## src/rtl/pulse_burst_gen.sv

```systemverilog
// Programmable burst generator: emits N rectangular pulses with configurable
// high/low phase lengths and reports busy, done and the number of pulses sent.
module pulse_burst_gen #(
  parameter int unsigned CNT_W   = 16,
  parameter int unsigned PHASE_W = 32
) (
  input  logic               clk,
  input  logic               reset_n,
  input  logic               start,
  input  logic               abort,
  input  logic [CNT_W-1:0]   burst_count,
  input  logic [PHASE_W-1:0] high_cycles,
  input  logic [PHASE_W-1:0] low_cycles,
  output logic               pulse_out,
  output logic               busy,
  output logic               done,
  output logic [CNT_W-1:0]   pulses_sent
);

  typedef enum logic [1:0] {
    S_IDLE = 2'd0,
    S_HIGH = 2'd1,
    S_LOW  = 2'd2,
    S_DONE = 2'd3
  } state_t;

  localparam logic [PHASE_W-1:0] PHASE_ONE = PHASE_W'(1);
  localparam logic [CNT_W-1:0]   CNT_ONE   = CNT_W'(1);

  state_t             state_q, state_d;
  logic [CNT_W-1:0]   burst_q, burst_d;
  logic [PHASE_W-1:0] high_q, high_d;
  logic [PHASE_W-1:0] low_q, low_d;
  logic [PHASE_W-1:0] phase_q, phase_d;
  logic [CNT_W-1:0]   sent_d;
  logic               pulse_d, busy_d, done_d;
  logic [PHASE_W-1:0] high_clamp_c, low_clamp_c;

  // Zero phase lengths become one cycle so a pulse is never stuck or zero-width.
  assign high_clamp_c = (high_cycles == '0) ? PHASE_ONE : high_cycles;
  assign low_clamp_c  = (low_cycles  == '0) ? PHASE_ONE : low_cycles;

  // Next-state and next-output logic; done is a strobe so it defaults low.
  always_comb begin
    state_d = state_q;
    burst_d = burst_q;
    high_d  = high_q;
    low_d   = low_q;
    phase_d = phase_q;
    sent_d  = pulses_sent;
    pulse_d = pulse_out;
    busy_d  = busy;
    done_d  = 1'b0;

    unique case (state_q)
      S_IDLE: begin
        if (start && !abort) begin
          burst_d = burst_count;
          high_d  = high_clamp_c;
          low_d   = low_clamp_c;
          sent_d  = '0;
          if (burst_count == '0) begin
            state_d = S_DONE;
            done_d  = 1'b1;
            busy_d  = 1'b0;
            pulse_d = 1'b0;
          end else begin
            state_d = S_HIGH;
            phase_d = high_clamp_c;
            pulse_d = 1'b1;
            busy_d  = 1'b1;
          end
        end
      end
      S_HIGH: begin
        if (abort) begin
          state_d = S_IDLE;
          pulse_d = 1'b0;
          busy_d  = 1'b0;
        end else if (phase_q == PHASE_ONE) begin
          state_d = S_LOW;
          phase_d = low_q;
          pulse_d = 1'b0;
          sent_d  = pulses_sent + CNT_ONE;
        end else begin
          phase_d = phase_q - PHASE_ONE;
        end
      end
      S_LOW: begin
        if (abort) begin
          state_d = S_IDLE;
          pulse_d = 1'b0;
          busy_d  = 1'b0;
        end else if (phase_q == PHASE_ONE) begin
          if (pulses_sent < burst_q) begin
            state_d = S_HIGH;
            phase_d = high_q;
            pulse_d = 1'b1;
          end else begin
            state_d = S_DONE;
            done_d  = 1'b1;
            busy_d  = 1'b0;
          end
        end else begin
          phase_d = phase_q - PHASE_ONE;
        end
      end
      S_DONE: begin
        state_d = S_IDLE;
      end
      default: begin
        state_d = S_IDLE;
        pulse_d = 1'b0;
        busy_d  = 1'b0;
      end
    endcase
  end

  // State, latched configuration and registered outputs.
  always_ff @(posedge clk or negedge reset_n) begin
    if (!reset_n) begin
      state_q     <= S_IDLE;
      burst_q     <= '0;
      high_q      <= PHASE_ONE;
      low_q       <= PHASE_ONE;
      phase_q     <= PHASE_ONE;
      pulses_sent <= '0;
      pulse_out   <= 1'b0;
      busy        <= 1'b0;
      done        <= 1'b0;
    end else begin
      state_q     <= state_d;
      burst_q     <= burst_d;
      high_q      <= high_d;
      low_q       <= low_d;
      phase_q     <= phase_d;
      pulses_sent <= sent_d;
      pulse_out   <= pulse_d;
      busy        <= busy_d;
      done        <= done_d;
    end
  end

endmodule

```

## config.mk

```make
export PLATFORM = sky130hd
export DESIGN_NAME = pulse_burst_gen
export DESIGN_NICKNAME = d
export VERILOG_FILES = /design/src/rtl/pulse_burst_gen.sv
export SDC_FILE = /design/constraint.sdc
export NUM_CORES = 1
export LEC_CHECK = 0
export ABC_AREA = 1
export BUFFER_PORTS_ARGS = -buffer_cell sky130_fd_sc_hd__buf_2
export CORE_UTILIZATION = 35
export DETAILED_ROUTE_END_ITERATION = 12
export REMOVE_ABC_BUFFERS = 1
export SLEW_MARGIN = 40
export SYNTH_ARGS = -nofsm -noshare
export SYNTH_HDL_FRONTEND = slang
export SYNTH_SLANG_ARGS = --single-unit
export TNS_END_PERCENT = 1
```

## constraint.sdc

```tcl
create_clock -name clk -period 3.9 [get_ports clk]
set_input_delay 0.39 -clock clk [delete_from_list [all_inputs] [get_ports clk]]
set_output_delay 0.39 -clock clk [all_outputs]
set_load 0.02 [all_outputs]
```

# After elaboration in Yosys (flattened, before gate mapping)
# Index checks and enable logic that the tools add are counted.
# word_totals
regBits	133
inputBits	84
out_inout_bits	19
wordCells	82
# op_classes
add_sub_neg	2
magnitude_cmp	1
n_eq_ne	15
muxes	41
n_reduce_logical	14
# ops
op	count
2-to-1 mux 32 bit	9
case mux 32 bit (3 select lines)	1
zero test 32 bit	2
2-to-1 mux 16 bit	3
equality test 32 x 1 -> 1 bit, second input constant	1
case mux 16 bit (2 select lines)	1
subtractor 32 x 1 -> 32 bit, second input constant	1
adder 16 x 1 -> 16 bit, second input constant	1
zero test 16 bit	1
less-than comparator 16 bit	1
2-to-1 mux 1 bit	16
!= test 3 bit, second input constant	5
2-to-1 mux 2 bit	7
!= test 2 bit, second input constant	6
AND reduction 5 bit	2
case mux 2 bit (4 select lines)	1
case mux 1 bit (3 select lines)	2
AND reduction 6 bit	1
equality test 2 bit, second input constant	2
AND reduction 4 bit	1
AND reduction 3 bit	1
nonzero test 3 bit	1
equality test 2 x 1 -> 1 bit, second input constant	1
zero test 2 bit	1
other kinds (5)	5

# Depth between registers and ports, before layout
# Gate-level depths: netlist of the first run.
# logic_depth
ltp_word	5
depth_mapped	16
depth_no_buf	15

# Worst setup path before layout of the first run
# OpenSTA, ideal clock, no wires.
# synth_timing
path_kind	reg2reg
from	reg pulses_sent[11]
to	reg phase_q[26]
setup_time_ns	0.118
arrival_ns	1.771
path_slack_ns	2.011
path_stages_with_launch	13
period_less_slack_ns	1.889
cell_sequence	dfrtp_1 ha_1 nand2_1 o21bai_1 a21oi_1 nor2_1 nand2_1 nand2_1 nand2_1 nand2_1 buf_2 nand3_1 nand2_1
# synth_via
elab_chain_len	3
# synth_lines
element	line_no	source
from (decl)	17	output logic [CNT_W-1:0] pulses_sent
from (signal assigned)	137	pulses_sent <= sent_d;
less-than comparator 16 bit	95	if (pulses_sent < burst_q) begin
!= test 3 bit (no line)	--	
AND reduction 6 bit (no line)	--	
to (signal assigned)	136	phase_q <= phase_d;
to (decl)	34	logic [PHASE_W-1:0] phase_q, phase_d;
# Every way passes these cells.
# A chain may end at the register's enable or synchronous reset.

# Final worst setup path of the first run
# layout_timing
from	reg state_q[0]
to	reg phase_q[9]
# layout_via
elab_chain_len	3
elab_cells_between_ends	11
# layout_lines
element	line_no	source
from (decl)	30	state_t state_q, state_d;
from (signal assigned)	132	state_q <= state_d;
equality test 2 bit, or another cell as far along	55	unique case (state_q)
!= test 3 bit (no line), or another cell as far along	--	
AND reduction 6 bit (no line)	--	
# Several ways; a longest one is shown, not always the timed one.

==> results of run 1 <==
[worst register-to-register path, stage by stage, from the launching register on]
cell and delay, ns:
dfrtp_1 0.38, inv_1 0.09, ha_1 0.26, nand2_1 0.09
inv_1 0.05, nor2_1 0.13, nand2_1 0.08, inv_1 0.05
buf_4 0.36, nand3_2 0.67, nand2_1 0.25, nand2_1 0.09
[flip-flops by register name (all words and copies together), names as in the netlist]
name / flops
phase_q: 32
state_q: 2
low_q: 32
busy: 1
pulses_sent: 16
burst_q: 16
done: 1
high_q: 32
pulse_out: 1
[synthesized netlist by cell type]
cell,number
nor2_1,116
nand2_1,539
a21boi_1,1
xor2_1,13
a31oi_1,1
a21oi_1,29
nand4_1,18
dfstp_2,3
buf_6,3
o21bai_1,3
buf_4,3
buf_1,7
o21ai_2,1
o31ai_1,5
nor3b_1,1
or2_2,2
inv_2,1
nand3_1,86
inv_1,154
clkbuf_1,31
ha_1,22
a21boi_0,1
dfrtp_1,130
o21ai_0,102
nor2_4,4
nor3_1,13
nand2_2,2
nor2_2,3
buf_2,8
nand3_2,1
nor4_1,5
xnor2_1,4
clkinv_1,1
[through the flow]
| stage | std cells | total power [mW] | hold slack [ns] | worst slack, ns |
|---|---|---|---|---|
| after floorplan | 1261 | 4.76 | 0.0944 | -1.83 |
| after global placement | 1696 | 5.71 | 0.468 | 1.34 |
| after detailed placement | 1697 | 5.76 | 0.287 | 1.31 |
| after CTS | 1730 | 7.48 | 0.163 | 1.28 |
| after global routing | 1730 | 8.17 | 0.181 | 0.967 |
| final | 1730 | 7.44 | 0.178 | 1.28 |
[power by group through the flow]
stage / Combinational, mW / Clock [mW] / Sequential, mW
5_1_grt: 4.00 / 1.78 / 2.39
4_1_cts: 3.45 / 1.71 / 2.31
3_5_place_dp: 3.43 / 0 / 2.33
3_3_place_gp: 3.40 / 0 / 2.32
2_1_floorplan: 2.47 / 0 / 2.28
6_report: 3.44 / 1.68 / 2.31
[per-layer routing]
layer | track usage [%] | vias up | routed length (µm)
li1 | - | 4254 | -
met1 | 29.1 | 3769 | 11900
met2 | 32.3 | 187 | 10800
met3 | 3.61 | 26 | 1160
met4 | 5.45 | 0 | 327
met5 | 0 | - | 0
[how the worst min path moves through the flow]
stage	end	slack (ns)	cells past startpoint	startpoint
after detailed placement	burst_q[6]$_DFFE_PN0P_	0.29	1	reset_n
after CTS	low_q[10]$_DFFE_PN0P_	0.16	3	low_cycles[10]
after floorplan	burst_q[0]$_DFFE_PN0P_	0.09	0	reset_n
final	low_q[10]$_DFFE_PN0P_	0.18	3	low_cycles[10]
after global routing	low_q[12]$_DFFE_PN0P_	0.18	3	low_cycles[12]
after global placement	phase_q[1]$_DFFE_PN0P_	0.47	2	phase_q[1]$_DFFE_PN0P_
[final cells by class]
class | count | area share [%]
multi-input cells | 972 | 44.0
repair buffers | 118 | 6.65
clock buffers | 19 | 4.34
flip-flops and latches | 133 | 33.4
well taps | 319 | 4.00
inverters | 156 | 5.87
clock inverters | 13 | 1.76
[what timing repair did]
| action | CTS | global route |
|---|---|---|
| endpoints found under the hold margin | 37 | 0 |
| buffers inserted | 0 | 0 |
| hold buffers | 1 | 0 |
[logic make-up (layout without fill, tap and decap cells)]
group	after synthesis	count (layout)	synth area share [%]
AO/OA/AOI/OAI	143	143	8.74
XOR/XNOR	17	17	1.75
buffers and inverters	208	306	9.67
flip-flops	133	133	39.1
adder cells (fa/ha/maj)	22	22	3.23
AND/OR/NAND/NOR	790	790	37.6
==> flow_summary.yaml, run 1 <==
run_status:
  status: "finished, final reports clean"
sta:
  clock.fmax_ghz: 0.382
  setup_viol: 0
  finalCritPeriodShare_pct: 67.2
  final-hold-violation-count: 0
  worstMarginPinSlew_ns: 0.754
  clock_skew_ns: 0.00651
  rsz0062_at_grt: "false"
  max_slew_margin_pct: 49.7
  slew_violations: 0
  fin_setup_tns_ns: 0
  period_needed_ns: 2.62
clock_network:
  clk_pin_slew_ns: 0.06
  cts-root-buf: "clkbuf_16"
  clk_latency_ns: 0.43
  cts_sinks: 133
  cts.path.max_buffers: 2
  cts_tree: "done"
  cts_max_level: 4
  cts_resized: 0
  cts_buffers: 17
placed_design:
  gp_routability_congestion: 0.923
  post-dp-hpwl_um: 17200
  port_buffers: 102
  placed_cell_area_um2: 9350
setup_path:
  path_class: "reg -> reg"
  cp_data_required_time_ns: 4.21
  crit_path_end: "phase_q[9]$_DFFE_PN0P_"
  cpMostUsedCell: "nand2_1"
  crit_path_start: "state_q[0]$_DFFE_PN0P_"
  reg2reg_to: "phase_q[9]$_DFFE_PN0P_"
  reg2reg_depth: 11
  worst-path-stages: 11
  critPathMaxFanout: 33
  cp.arrival_ns: 2.93
  r2r-start: "state_q[0]$_DFFE_PN0P_"
  cp-end-kind: "register"
  cpMaxStageDelayCell: "nand3_2"
  r2r_slack_ns: 1.28
  worst_path_largest_cell_delay_ns: 0.66
  worst_setup_path_start_kind: "register"
  path_cells: "inv_1 > ha_1 > nand2_1 > inv_1 > nor2_1 > nand2_1 > inv_1 > buf_4 > nand3_2 > nand2_1 > nand2_1"
  cp.buffers_inverters: 4
  cp_top_family: "simple AND/OR/NAND/NOR gates"
floorplanning:
  core_area_um2: 23700
  dieArea_um2: 25000
  io_pins: 103
  start_util_pct: 36.0
  fp.dieW_um: 158
  dieHeight_um: 158
  fp-row-count: 56
power:
  p_switching_mw: 3.35
  sequentialPowerShare_pct: 31.1
  p_int_mw: 4.09
  p_per_area_nw_per_um2: 746
  clkPwrFrac_pct: 22.6
  p_leak_nw: 5.09
  power_frac_comb_pct: 46.3
  irDropWorstVdd_uv: 272
  p_sw_share_pct: 45.1
global_routing:
  antenna_found_initial: 0
  grt_pass1_vias: 7684
  grt_max_degree: 79
  grt_pass1_wl_um: 39800
  overflow: 0
  grtUsageTotal_pct: 20.6
logic_synthesis:
  synthTopCellsByArea: "dfrtp_1 38%, nand2_1 24%, inv_1 6.8%"
  synth_top_area_share_pct: 38.1
  synthCells: 1313
  synth-seq-area-share_pct: 39.1
  synth_area_leader_cell: "dfrtp_1"
  synth_cell_types: 33
  syn_area_um2: 8530
  avgSynthCellArea_um2: 6.50
  synth-seq-cells: 133
  yosys_warnings: 0
finish:
  fin_area_um2: 9970
  drive_gt1_share_pct: 11.8
  regArea_um2: 3330
  area_delta_synth_final_pct: 16.9
  num-fill-cells: 2591
  antenna_cells: 0
  final_cell_mix: "538 x nand2_1, 154 x inv_1, 130 x dfrtp_1"
  multi_input_area_um2: 4380
  nets: 1504
  final_common_cell: "nand2_1"
  utilization_pct: 42.1
detailed_routing:
  drt_iter0_drc: 648
  wl_per_cell_um: 14.0
  viasPerCell: 4.76
  drc: 0
  num_vias: 8236
  postRouteWirelength_um: 24200
  drt_first_pass_iters: 8
  drtAntennaViolNets: 0
job:
  drv_cap: 0
min_path:
  min_path_type: "in -> reg"
No activity file was read; power rests on OpenSTA's default activity.
==> inputs of run 2 (changes only) <==
--- a/config.mk
+++ b/config.mk
@@ -5,7 +5,7 @@
 export SDC_FILE = /design/constraint.sdc
 export NUM_CORES = 1
 export LEC_CHECK = 0
-export ABC_AREA = 1
+export ABC_AREA = 0
 export BUFFER_PORTS_ARGS = -buffer_cell sky130_fd_sc_hd__buf_2
 export CORE_UTILIZATION = 35
 export DETAILED_ROUTE_END_ITERATION = 12
==> constraint.sdc (replaced) <==
create_clock -name clk -period 2.5 [get_ports clk]
set_input_delay 0.25 -clock clk [delete_from_list [all_inputs] [get_ports clk]]
set_output_delay 0.25 -clock clk [all_outputs]
set_load 0.02 [all_outputs]
==> run 2 against run 1 <==
Effect of this change:
- the flow now finishes with violations (negative setup slack)
- combinational power grew 44%
- synthesized cell count shrank 41%
- routed wire length decreased by 13%
- maximum frequency rose by 1.1%
- worst hold slack worse by 0.12 ns
- final cell count is 29% lower
- highest routed layer unchanged
- setup slack worse by 1.4 ns
- cell area fell by 2.5%
==> flow_summary.yaml, run 2 <==
run_status:
  status: "finished, violations left"
  failed_checks: "negative setup slack"
floorplanning:
  start_util_pct: 35.8
  fp.dieW_um: 149
  core_area_um2: 21200
  io_pins: 103
  dieHeight_um: 149
  dieArea_um2: 22300
  fp-row-count: 53
sta:
  setup_ws_ns: -0.0907
  clock.fmax_ghz: 0.386
  slew_violations: 0
  max_slew_margin_pct: 55.1
  worstMarginPinSlew_ns: 0.667
  clock_skew_ns: 0.0185
  period_needed_ns: 2.59
  finalCritPeriodShare_pct: 104
  final-hold-violation-count: 0
  rsz0062_at_grt: "true"
  fin_setup_tns_ns: -0.585
  setup_viol: 13
finish:
  final_cell_mix: "130 x dfrtp_1, 101 x buf_2, 81 x mux2_2"
  drive_gt1_share_pct: 35.7
  nets: 1040
  area_delta_synth_final_pct: 28.3
  fin_area_um2: 9730
  utilization_pct: 46.0
  fin_cells: 1222
  antenna_cells: 0
  largestRegisters: "high_q: 32 flops, low_q: 32 flops, phase_q: 32 flops"
  final_common_cell: "dfrtp_1"
placed_design:
  post-place-ws_ns: -0.149
  gp_routability_congestion: 0.837
  post-dp-hpwl_um: 15000
  placed_cell_area_um2: 8950
  port_buffers: 102
  dp_cells: 1186
job:
  drv_cap: 0
logic_synthesis:
  ys_async_sr_fraction_pct: 100
  synth_top_area_share_pct: 42.9
  synth_most_common_cell: "dfrtp_1"
  synth_ff_type: "dfrtp_1"
  synth-seq-cells: 133
  syn_area_um2: 7580
  synth_common_cells: "130 x dfrtp_1, 81 x mux2_2, 74 x nand2_1, 62 x o21ai_0, 48 x nor2_1"
  synthCells: 773
  yosys_warnings: 0
  synthTopCellsByArea: "dfrtp_1 43%, mux2_2 12%, o21ai_0 4.1%"
  synth_edf_count: 0
  synth_area_leader_cell: "dfrtp_1"
  synth_cell_types: 63
  synth-seq-area-share_pct: 43.9
  avgSynthCellArea_um2: 9.81
global_routing:
  antenna_found_initial: 0
  grtUsageTotal_pct: 19.7
  overflow: 0
  grt_pass1_wl_um: 33900
  grt_max_degree: 85
  grt_pass1_vias: 6597
min_path:
  whs_path_depth: 2
  min_path_type: "in -> reg"
detailed_routing:
  top_layer: "met4"
  met2WireLength_um: 9980
  num_vias: 6594
  postRouteWirelength_um: 21000
  viasPerCell: 5.40
  drc: 0
  drtAntennaViolNets: 0
  wl_per_cell_um: 17.2
  drt_iter0_drc: 367
  wl_met3_um: 972
  drt_first_pass_iters: 5
  met1_length_um: 9600
power:
  power_frac_comb_pct: 43.6
  irDropWorstVdd_uv: 521
  clkPwrFrac_pct: 23.3
  p_int_mw: 7.09
  p_switching_mw: 4.31
  p_per_area_nw_per_um2: 1170
  p_sw_share_pct: 37.8
  p_leak_nw: 4.36
  sequentialPowerShare_pct: 33.1
clock_network:
  clk_pin_slew_ns: 0.07
  cts_sinks: 133
  cts_tree: "done"
  cts_max_level: 4
  cts_buffers: 17
  cts.path.max_buffers: 2
  clk_latency_ns: 0.43
  cts-root-buf: "clkbuf_16"
setup_path:
  path_cells: "or4_4 > or4_4 > buf_6 > nor3_4 > buf_12 > a21oi_2 > a21o_1 > a221oi_2 > o31ai_1"
  critPathMaxFanout: 17
  cp.arrival_ns: 2.90
  reg2reg_depth: 9
  path_class: "reg -> reg"
  worst-path-stages: 9
  worst_path_largest_cell_delay_ns: 0.54
  cp.buffers_inverters: 2
  cp_top_family: "simple AND/OR/NAND/NOR gates"
  cp_data_required_time_ns: 2.81
  cp-end-kind: "register"
  worst_setup_path_start_kind: "register"
  cpMaxStageDelayCell: "or4_4"
  r2r_slack_ns: -0.09
  cpMostUsedCell: "or4_4"
==> run 2: cell count changes after synthesis, sizes merged, moves of 10 or more <==
cell / before / now
xnor2: 4 / 16
a21o: 0 / 11
a221oi: 0 / 17
nor4: 5 / 32
o21ai: 103 / 68
nand3: 87 / 27
nor2: 123 / 48
nand2: 541 / 74
o211ai: 0 / 12
or3: 0 / 10
inv: 155 / 21
mux2: 0 / 81
==> run 2: area by class of cell <==
class                   count  area [µm²]
flip-flops and latches    133        3330
repair buffers            191        1300
inverters                  22        82.6
clock buffers              17         425
well taps                 275         344
clock inverters            15         191
multi-input cells         569        4050
fillers                  2021       11400
==> run 2: per-layer routing <==
layer / global-route usage (%) / vias up
met3: 3.82 / 28
met1: 25.7 / 3195
met4: 6.79 / 0
met5: 0 / -
li1: - / 3194
met2: 32.5 / 177
==> run 2: repair_timing <==
item	CTS	global route
buffers inserted	1	2
hold buffers	1	0
endpoints found under the hold margin	50	0
resized for setup	13	20
setup endpoints to repair	28	41
pin swaps	3	4
==> run 2: power groups by stage <==
stage / Combinational, mW / Sequential (mW) / Clock (mW)
floorplan: 3.16 / 3.66 / 0
global placement: 4.76 / 3.77 / 0
detailed placement: 4.84 / 3.79 / 0
CTS: 4.93 / 3.77 / 2.71
global route: 5.50 / 3.90 / 2.80
finish: 4.97 / 3.77 / 2.65
==> run 2: kinds of logic after synthesis <==
group | count (synthesis) | share of synthesized area [%]
buf+inv | 71 | 4.08
simple gates | 257 | 17.4
mux | 83 | 12.3
flops | 133 | 43.9
xor+xnor | 31 | 3.58
fa+ha+maj | 22 | 3.63
compound gates | 176 | 15.0
==> run 2: stage by stage <==
stage	power, mW	hold WS, ns
after floorplan	6.81	-0.0456
after detailed placement	8.63	0.259
after global routing	12.2	0.0532
after global placement	8.53	0.257
after CTS	11.4	0.0514
final	11.4	0.0592
==> run 2: final timing paths <==
| path | start | endpoint |
|---|---|---|
| max in group asynchronous | reset_n | high_q[0]$_DFFE_PN1P_ |
| min reg2reg | high_q[0]$_DFFE_PN1P_ | high_q[0]$_DFFE_PN1P_ |
| max | phase_q[27]$_DFFE_PN0P_ | phase_q[16]$_DFFE_PN0P_ |
| min in group asynchronous | reset_n | burst_q[1]$_DFFE_PN0P_ |
| min | low_cycles[20] | low_q[20]$_DFFE_PN0P_ |
| max reg2reg | phase_q[27]$_DFFE_PN0P_ | phase_q[16]$_DFFE_PN0P_ |
==> run 2: worst register-to-register path: stages, from the launching register on <==
cell and delay (ns):
dfrtp_1 0.38, or4_4 0.54, or4_4 0.44, buf_6 0.14, nor3_4 0.19, buf_12 0.19
a21oi_2 0.06, a21o_1 0.17, a221oi_2 0.26, o31ai_1 0.11
==> inputs of run 3 (changes only) <==
--- a/config.mk
+++ b/config.mk
@@ -6,8 +6,9 @@
 export NUM_CORES = 1
 export LEC_CHECK = 0
 export ABC_AREA = 0
-export BUFFER_PORTS_ARGS = -buffer_cell sky130_fd_sc_hd__buf_2
+export BUFFER_PORTS_ARGS = -buffer_cell sky130_fd_sc_hd__clkbuf_2
 export CORE_UTILIZATION = 35
+export CTS_BUF_LIST = sky130_fd_sc_hd__clkbuf_2 sky130_fd_sc_hd__clkbuf_4 sky130_fd_sc_hd__clkbuf_8
 export DETAILED_ROUTE_END_ITERATION = 12
 export REMOVE_ABC_BUFFERS = 1
 export SLEW_MARGIN = 40
==> run 3 against run 2 <==
Effect of this change:
- the flow still finishes with violations (negative setup slack)
- combinational power about the same
- global-route usage down 0.43 points
- core utilization down 0.99 points
- flip-flop and latch count unchanged
- final cell count down 0.41%
- critical path depth down 1
- total power down 6.5%
- routed wire length down 2.8%
- register-to-register slack better by 0.08 ns
- clock skew about the same
- clock-buffer cell count up 5
- largest cell class unchanged
- highest routed layer unchanged
==> flow_summary.yaml, run 3 (synthesis gave the netlist of run 2 again) <==
detailed_routing:
  postRouteWirelength_um: 20400
  drtAntennaViolNets: 0
  met2WireLength_um: 9680
  wl_met3_um: 953
  wl_per_cell_um: 16.8
  top_layer: "met4"
  drc: 0
  viasPerCell: 5.38
  num_vias: 6550
  drt_first_pass_iters: 4
  drt_iter0_drc: 286
  met1_length_um: 9460
setup_path:
  path_cells: "or4_4 > or4_4 > nor3_4 > buf_12 > a21oi_1 > a21o_1 > a221oi_2 > o31ai_1"
  path_class: "reg -> reg"
  cp.arrival_ns: 2.85
  worst_setup_path_start_kind: "register"
  cpMostUsedCell: "or4_4"
  cp_data_required_time_ns: 2.84
  cpMaxStageDelayCell: "or4_4"
  worst_path_largest_cell_delay_ns: 0.55
  cp-end-kind: "register"
  critPathMaxFanout: 19
finish:
  final_common_cell: "dfrtp_1"
  final_cell_mix: "130 x dfrtp_1, 101 x clkbuf_2, 81 x mux2_2"
  antenna_cells: 0
  area_delta_synth_final_pct: 25.5
  largestRegisters: "high_q: 32 flops, low_q: 32 flops, phase_q: 32 flops"
  nets: 1035
  utilization_pct: 45.0
  drive_gt1_share_pct: 35.1
sta:
  clock_skew_ns: 0.0182
  max_slew_margin_pct: 56.1
  worstMarginPinSlew_ns: 0.653
  clock.fmax_ghz: 0.399
  period_needed_ns: 2.51
  slew_violations: 0
  final-hold-violation-count: 0
  setup_ws_ns: -0.00746
  finalCritPeriodShare_pct: 100
  rsz0062_at_grt: "true"
  setup_viol: 3
power:
  power_mw: 10.7
  p_leak_nw: 4.26
  p_per_area_nw_per_um2: 1120
  irDropWorstVdd_uv: 507
floorplanning:
  dieArea_um2: 22300
  start_util_pct: 35.8
  fp.dieW_um: 149
  core_area_um2: 21200
  dieHeight_um: 149
  io_pins: 103
  fp-row-count: 53
clock_network:
  cts_max_level: 4
  cts-root-buf: "clkbuf_8"
  cts.path.max_buffers: 2
  cts_buffers: 17
  clk_latency_ns: 0.45
  clk_pin_slew_ns: 0.09
  cts_sinks: 133
  cts_tree: "done"
global_routing:
  grt_pass1_wl_um: 33100
  grtUsageTotal_pct: 19.3
  grt_pass1_vias: 6225
  antenna_found_initial: 0
  overflow: 0
  grt_max_degree: 52
placed_design:
  port_buffers: 102
  post-place-ws_ns: -0.291
  post-dp-hpwl_um: 14700
  gp_routability_congestion: 0.849
min_path:
  min_path_type: "in -> reg"
run_status:
  failed_checks: "negative setup slack"
  status: "finished, violations left"
job:
  drv_cap: 0
==> run 3: changes by cell type in the layout (fill, tap and decap cells not counted), moves of 3 or more <==
cell,delta
clkbuf_8,+20
buf_2,-101
buf_4,-7
nor4_1,-3
clkbuf_2,+101
inv_6,-3
clkbuf_16,-17
==> run 3: path summary, 6_finish.rpt <==
kind / from / end / slack [ns] / cells after the start
hold / removal: low_cycles[19] / low_q[19]$_DFFE_PN0P_ / 0.04 / 2
setup reg to reg: phase_q[27]$_DFFE_PN0P_ / phase_q[15]$_DFFE_PN0P_ / -0.007 / 8
setup / recovery: phase_q[27]$_DFFE_PN0P_ / phase_q[15]$_DFFE_PN0P_ / -0.007 / 8
hold reg to reg: high_q[0]$_DFFE_PN1P_ / high_q[0]$_DFFE_PN1P_ / 0.49 / 2
min in group asynchronous: reset_n / pulses_sent[2]$_DFFE_PN0P_ / 0.31 / 2
max in group asynchronous: reset_n / high_q[0]$_DFFE_PN1P_ / 1.50 / 3
==> run 3: routing by layer <==
layer  global-route usage, %  up-vias
li1                        -     3175
met4                    5.66        0
met2                    31.3      148
met1                    25.8     3207
met3                    3.98       20
met5                       0        -
==> run 3: area by class of cell <==
cell class	count	area, µm²
flip-flops and latches	133	3330
well taps	275	344
fillers	2085	11600
clock inverters	10	121
multi-input cells	569	4080
repair buffers	186	1270
clock buffers	22	290
inverters	22	82.6
==> run 3: repair_timing <==
item | 4_1_cts | 5_1_grt
hold buffers | 1 | 0
resized for setup | 10 | 25
endpoints found under the setup margin | 37 | 41
setup buffers | 3 | 0
pin swaps | 9 | 6
endpoints found under the hold margin | 42 | 0
==> run 3: stage by stage <==
stage / hold slack, ns / std cells / cell area [µm²] / setup TNS (ns)
final: 0.0446 / 1217 / 9520 / -0.0174
after global routing: 0.0167 / 1217 / 9520 / -1.93
after CTS: 0.0189 / 1217 / 9420 / -0.212
after detailed placement: 0.226 / 1181 / 8900 / -6.12
after global placement: 0.227 / 1181 / 8900 / -2.14
after floorplan: -0.0456 / 724 / 7360 / -146.18
==> run 3: power breakdown <==
group / switching (mW) / leakage (nW) / internal (mW) / total, mW
clock network: 0.897 / 0.199 / 0.996 / 1.89
logic: 2.57 / 2.43 / 2.41 / 4.98
registers: 0.657 / 1.63 / 3.12 / 3.78
==> run 3: critical path: cells and delay by family, from the launching register on <==
family	cells	cell delay [ns]
AND/OR/NAND/NOR	3	1.26
flip-flops	1	0.38
buffers and inverters	1	0.19
AO/OA/AOI/OAI	4	0.58
